**config.mk**
```make
export PLATFORM = sky130hd
export DESIGN_NAME = cp0_intc
export DESIGN_NICKNAME = d
export VERILOG_FILES = /design/src/rtl/cp0_intc.sv
export SDC_FILE = /design/constraint.sdc
export NUM_CORES = 1
export LEC_CHECK = 0
export BUFFER_PORTS_ARGS = -buffer_cell sky130_fd_sc_hd__buf_2
export CAP_MARGIN = 0
export CORE_MARGIN = 3
export CORE_UTILIZATION = 35
export CTS_BUF_LIST = sky130_fd_sc_hd__clkbuf_2 sky130_fd_sc_hd__clkbuf_4 sky130_fd_sc_hd__clkbuf_8
export DETAILED_ROUTE_END_ITERATION = 10
export GPL_ROUTABILITY_DRIVEN = 1
export SYNTH_ARGS = -nofsm -noshare
export SYNTH_HDL_FRONTEND = slang
export SYNTH_SLANG_ARGS = --single-unit
```
**constraint.sdc**
```tcl
create_clock -name clk -period 3.4 [get_ports clk]
set_input_delay 0.68 -clock clk [delete_from_list [all_inputs] [get_ports clk]]
set_output_delay 0.68 -clock clk [all_outputs]
set_load 0.01 [all_outputs]
```
**src/rtl/cp0_intc.sv**
```systemverilog
// Coprocessor-0 beside the M stage: SR/Cause/EPC, Count/Compare timer,
// external interrupt latching and exception/interrupt request generation.
module cp0_intc #(
  parameter int unsigned NUM_HWINT    = 6,
  parameter logic [5:0]  EDGE_MASK    = 6'b000000,
  parameter bit          TIMER_EN     = 1'b1,
  parameter int unsigned TIMER_DIV    = 0,
  parameter logic [31:0] HANDLER_ADDR = 32'h0000_4180,
  parameter logic [31:0] PRID         = 32'h0000_0001
) (
  input  logic                 clk,
  input  logic                 reset,
  input  logic                 we,
  input  logic [4:0]           reg_addr,
  input  logic [31:0]          data_in,
  input  logic [31:0]          pc_now,
  input  logic                 bd_in,
  input  logic [4:0]           exccode_in,
  input  logic                 slot_valid,
  input  logic                 eret,
  input  logic [NUM_HWINT-1:0] hwint,
  output logic [31:0]          data_out,
  output logic [31:0]          epc_out,
  output logic                 req,
  output logic [31:0]          handler_pc,
  output logic                 exl_out,
  output logic                 timer_irq
);

  localparam logic [6:0]  LINE_MASK7  = 7'((1 << NUM_HWINT) - 1);
  localparam logic [5:0]  LINE_MASK   = LINE_MASK7[5:0];
  localparam logic [5:0]  EDGE_LINES  = EDGE_MASK & LINE_MASK;
  localparam logic [5:0]  LEVEL_LINES = ~EDGE_MASK & LINE_MASK;
  localparam int unsigned DIV_W       = (TIMER_DIV > 0) ? TIMER_DIV : 1;

  logic [7:0]       r_im;
  logic             r_exl;
  logic             r_ie;
  logic             r_bd;
  logic             r_ti;
  logic [4:0]       r_exc;
  logic [5:0]       r_ip;
  logic [5:0]       r_hw_prev;
  logic [31:0]      r_epc;
  logic [31:0]      r_count;
  logic [31:0]      r_compare;
  logic [DIV_W-1:0] r_div;

  logic [5:0]  w_hw6;
  logic [5:0]  w_ip_rd;
  logic [5:0]  w_ip_nxt;
  logic        w_int_req;
  logic        w_exc_req;
  logic        w_wr;
  logic        w_wr_sr;
  logic        w_wr_cause;
  logic        w_wr_epc;
  logic        w_wr_count;
  logic        w_wr_compare;
  logic        w_tick;
  logic [31:0] w_count_nxt;
  logic        w_ti_nxt;

  // Request generation from registered state; the timer bit shares IP[15] with line 5.
  always_comb begin
    w_hw6                  = '0;
    w_hw6[NUM_HWINT-1:0]   = hwint;
    w_ip_rd                = r_ip | {r_ti, 5'b00000};
    w_int_req    = r_ie & ~r_exl & (|({w_ip_rd, 2'b00} & r_im)) & slot_valid;
    w_exc_req    = ~r_exl & (exccode_in != 5'd0);
    req          = reset & (w_int_req | w_exc_req);
    w_wr         = we & ~req;
    w_wr_sr      = w_wr && (reg_addr == 5'd12);
    w_wr_cause   = w_wr && (reg_addr == 5'd13);
    w_wr_epc     = w_wr && (reg_addr == 5'd14);
    w_wr_count   = w_wr && (reg_addr == 5'd9);
    w_wr_compare = w_wr && (reg_addr == 5'd11);
  end

  // Next IP: level lines follow the pin, edge lines are sticky with set beating a Cause-write clear.
  always_comb begin
    w_ip_nxt = '0;
    for (int unsigned i = 0; i < 6; i++) begin
      if (LEVEL_LINES[i]) begin
        w_ip_nxt[i] = w_hw6[i];
      end else if (EDGE_LINES[i]) begin
        w_ip_nxt[i] = r_ip[i];
        if (w_hw6[i] & ~r_hw_prev[i]) begin
          w_ip_nxt[i] = 1'b1;
        end else if (w_wr_cause & ~data_in[10+i]) begin
          w_ip_nxt[i] = 1'b0;
        end
      end
    end
  end

  // Timer next-state: an mtc0 Count overrides the increment; TI is checked against the new Count.
  always_comb begin
    w_tick      = TIMER_EN && ((TIMER_DIV == 0) || (r_div == '1));
    w_count_nxt = r_count;
    if (w_tick) begin
      w_count_nxt = r_count + 32'd1;
    end
    if (w_wr_count) begin
      w_count_nxt = data_in;
    end
    w_ti_nxt = r_ti;
    if (w_wr_compare) begin
      w_ti_nxt = 1'b0;
    end else if (w_tick && (w_count_nxt == r_compare)) begin
      w_ti_nxt = 1'b1;
    end
    if (!TIMER_EN) begin
      w_count_nxt = '0;
      w_ti_nxt    = 1'b0;
    end
  end

  // Interrupt line sampling and edge history.
  always_ff @(posedge clk or negedge reset) begin
    if (!reset) begin
      r_ip      <= '0;
      r_hw_prev <= '0;
    end else begin
      r_ip      <= w_ip_nxt;
      r_hw_prev <= w_hw6 & LINE_MASK;
    end
  end

  // Count/Compare timer and prescaler.
  always_ff @(posedge clk or negedge reset) begin
    if (!reset) begin
      r_count   <= '0;
      r_compare <= '0;
      r_ti      <= 1'b0;
      r_div     <= '0;
    end else begin
      r_count <= w_count_nxt;
      r_ti    <= w_ti_nxt;
      r_div   <= r_div + 1'b1;
      if (w_wr_compare && TIMER_EN) begin
        r_compare <= data_in;
      end
    end
  end

  // SR/Cause/EPC: exception entry takes precedence over eret and mtc0 in the same cycle.
  always_ff @(posedge clk or negedge reset) begin
    if (!reset) begin
      r_im  <= '0;
      r_exl <= 1'b0;
      r_ie  <= 1'b0;
      r_bd  <= 1'b0;
      r_exc <= '0;
      r_epc <= '0;
    end else if (req) begin
      r_exl <= 1'b1;
      r_bd  <= bd_in;
      r_exc <= w_int_req ? 5'd0 : exccode_in;
      r_epc <= bd_in ? (pc_now - 32'd4) : pc_now;
    end else begin
      if (eret) begin
        r_exl <= 1'b0;
      end else if (w_wr_sr) begin
        r_exl <= data_in[1];
      end
      if (w_wr_sr) begin
        r_im <= data_in[15:8];
        r_ie <= data_in[0];
      end
      if (w_wr_epc) begin
        r_epc <= data_in;
      end
    end
  end

  // mfc0 read mux.
  always_comb begin
    data_out = '0;
    case (reg_addr)
      5'd9:    data_out = r_count;
      5'd11:   data_out = r_compare;
      5'd12:   data_out = {16'h0000, r_im, 6'b000000, r_exl, r_ie};
      5'd13:   data_out = {r_bd, r_ti, 14'h0000, w_ip_rd, 3'b000, r_exc, 2'b00};
      5'd14:   data_out = r_epc;
      5'd15:   data_out = PRID;
      default: data_out = '0;
    endcase
  end

  assign epc_out    = r_epc;
  assign handler_pc = HANDLER_ADDR;
  assign exl_out    = r_exl;
  assign timer_irq  = r_ti;

endmodule

```
==> metrics.yaml <==
outcome:
  status: "complete, no violations"
grt:
  grt_max_degree: 120
  antenna_found_initial: 2
  grt_usage_pct: 21.2
  overflow: 0
  first_global_vias: 6719
  grt_first_pass_wirelength_mm: 38.8
sta:
  setup-tns-final_ns: 0
  slew_headroom_pct: 54.4
  min_period_ns: 3.29
  slew_violations: 0
  finClkSkew_ns: 0.00974
  maxClockFrequency_mhz: 304
  grt_setup_unrepaired: "no"
  tightestPinTransition_ns: 0.685
  setup_viol: 0
  hold_viol: 0
  whs_ns: 0.340
  finalCritPeriodShare_pct: 96.7
cts:
  path_clk_slew_ns: 0.07
  cts_root_buf: "clkbuf_8"
  h-tree-depth: 4
  numCtsBuffers: 17
  clkLatencyLatePin_ns: 0.44
  hold_buffers: 0
  cts_tree: "built"
  cts_buffer_depth: 2
  cts.sinks: 119
yosys:
  ys_seq_area_share_pct: 39.8
  synth-main-ff-cell: "dfrtp_1"
  yosysUniqueCellTypes: 59
  synth.avg_cell_area_um2: 9.20
  synth-edff-count: 0
  synth_cells: 813
  async_reset_ff_share_pct: 100
  synth_seq_cells: 119
  mappedNetlistArea_um2: 7480
  yosys_warnings: 0
floorplanning:
  die_y_um: 152
  start_util_pct: 36.3
  io_pins: 185
  row_count: 52
  dieArea_um2: 23200
  die_width_um: 152
  core_area_um2: 20600
finish:
  diodes: 0
  nets: 1077
  drive_gt1_share_pct: 29.1
  syn_to_final_growth_pct: 23.0
power:
  design_power_total_uw: 4990
  p_leak_uw: 0.00442
  peakVddDrop_v: 0.000246
  powerDensity_nw_per_um2: 543
routing:
  drt_pass1_iterations: 5
  wl_mm: 25.1
  post-route-drc-count: 0
  num_vias: 6797
  ant_nets: 0
  wire_per_inst_um: 19.7
  vias_per_cell: 5.35
  drtIter0Drc: 532
critical_path:
  crit_type: "reg -> out"
  critical-path-slowest-cell: "a222oi_1"
  crit_fanout: 16
  crit_arrival_ns: 2.61
  worstPathRequired_ns: 2.72
  cp-end-kind: "output port"
  crit_chain: "a222oi_1 > a31oi_2 > o31ai_4 > inv_2 > buf_6 > buf_12 > buf_2"
  startpoint_type: "register"
  slowest_delay_ns: 0.55
run:
  cap_violations: 0
placement:
  dp_hpwl_mm: 19.5
  globalplace.congestion: 0.933
  io_buffer_count: 152
min_path:
  min_path_type: "in -> reg"
==> layout make-up <==
| class | instances | area (um^2) |
|---|---|---|
| well taps | 270 | 338 |
| inverters | 29 | 109 |
| clock inverters | 8 | 146 |
| repair buffers | 199 | 1170 |
| clock buffers | 23 | 292 |
| multi-input cells | 623 | 4160 |
| flip-flops and latches | 119 | 2980 |
| fillers | 2092 | 11400 |
==> state kept, by name (all words and copies together), names as in the netlist, 5 cells and up <==
register,count
r_im,8
epc_out,32
r_compare,32
r_ip,6
r_exc,5
r_count,32
==> cells in the final DEF (no fill, tap or decap), types with 4 or more instances in the layout <==
| master | instances |
|---|---|
| buf_2 | 151 |
| dfrtp_1 | 119 |
| nand2_1 | 92 |
| o21ai_0 | 79 |
| mux2i_1 | 65 |
| nor2_1 | 43 |
| buf_4 | 43 |
| xor2_1 | 40 |
| mux2_2 | 37 |
| xnor2_1 | 36 |
| conb_1 | 32 |
| inv_1 | 28 |
| a21oi_1 | 27 |
| nor3_1 | 26 |
| nand3_1 | 21 |
| clkbuf_8 | 19 |
| a22oi_1 | 13 |
| nand4_1 | 10 |
| nor4_1 | 10 |
| o22ai_1 | 8 |
| or3_1 | 8 |
| a221o_1 | 5 |
| and3_1 | 5 |
| and4_1 | 4 |
| nand2b_1 | 4 |
| nand3b_1 | 4 |
| bufinv_16 | 4 |
| clkbuf_4 | 4 |
==> critical path, delay by kind of cell, from the launching register on <==
family | cells | cell delay [ns]
flip-flops | 1 | 0.39
AO/OA/AOI/OAI | 3 | 1.18
buffers and inverters | 4 | 0.59
==> power breakdown <==
part           internal, uW  total, uW  leakage [uW]  switching [uW]
clock network           865       1440      0.000224             574
registers              1730       2120       0.00145             393
logic                   626       1430       0.00275             803
==> metrics by stage <==
stage / cells / cell area [um^2] / worst slack [ns] / util, %
5_1_grt: 1271 / 9190 / 0.00673 / 44.6
4_1_cts: 1266 / 9080 / 0.00447 / 44.0
2_1_floorplan: 843 / 7590 / 0.281 / -
6_report: 1271 / 9190 / 0.111 / 44.6
3_5_place_dp: 1235 / 8640 / 0.0241 / 41.9
3_3_place_gp: 1235 / 8640 / 0.0963 / 41.9
==> kinds of logic after synthesis <==
kind of cell / share of synthesized area (%)
adders and majority gates: 0.335
AOI/OAI and AO/OA: 13.2
muxes: 14.3
other: 0.100
xor gates and xnor gates: 8.90
DFF: 39.8
and+or+nand+nor: 16.5
buffers and inverters: 6.88
==> layer usage <==
layer  global-route usage, %  share of wire (%)
met1                    30.7                 46
met2                    33.2                 46
met4                    4.92                1.4
met5                       0              0.052
met3                    3.52                6.6
==> Yosys cell counts (all sizes together) (4+ instances only) <==
cell	count	share of area [%]
nor3	28	1.9
nand3	21	1.4
clkbuf	26	1.3
and4	4	0.47
nor3b	4	0.40
a221o	5	0.67
nor4	11	0.92
nand4	11	1.0
nand2	93	4.7
mux2	37	5.6
inv	29	1.5
o21ai	82	5.6
and3	5	0.42
mux2i	65	8.7
xnor2	36	4.2
nand3b	4	0.40
nor2	45	2.4
or4	5	0.65
o22ai	8	0.67
nand2b	4	0.33
a22oi	13	1.3
dfrtp	119	40
xor2	40	4.7
or3	10	0.97
buf	46	4.1
a21oi	27	1.8
==> final timing paths <==
check / from / to / slack (ns) / cells after the start
setup / recovery: r_im[3] / req / 0.11 / 7
hold / removal: hwint[4] / r_ip[4] / 0.34 / 1
setup reg to reg: r_im[3] / timer_irq / 0.17 / 11
hold reg to reg: r_exc[2] / r_exc[2] / 0.47 / 2
max in group asynchronous: reset / r_compare[26] / 2.49 / 2
min in group asynchronous: reset / epc_out[24] / 0.36 / 2
==> repair_timing <==
action	CTS	global route
cloned	0	1
pin swaps	1	4
hold endpoints to repair	0	0
setup endpoints to repair	1	2
gates resized for setup	0	15
setup buffers	0	4
Note: power is estimated with default switching activity, not from simulation.
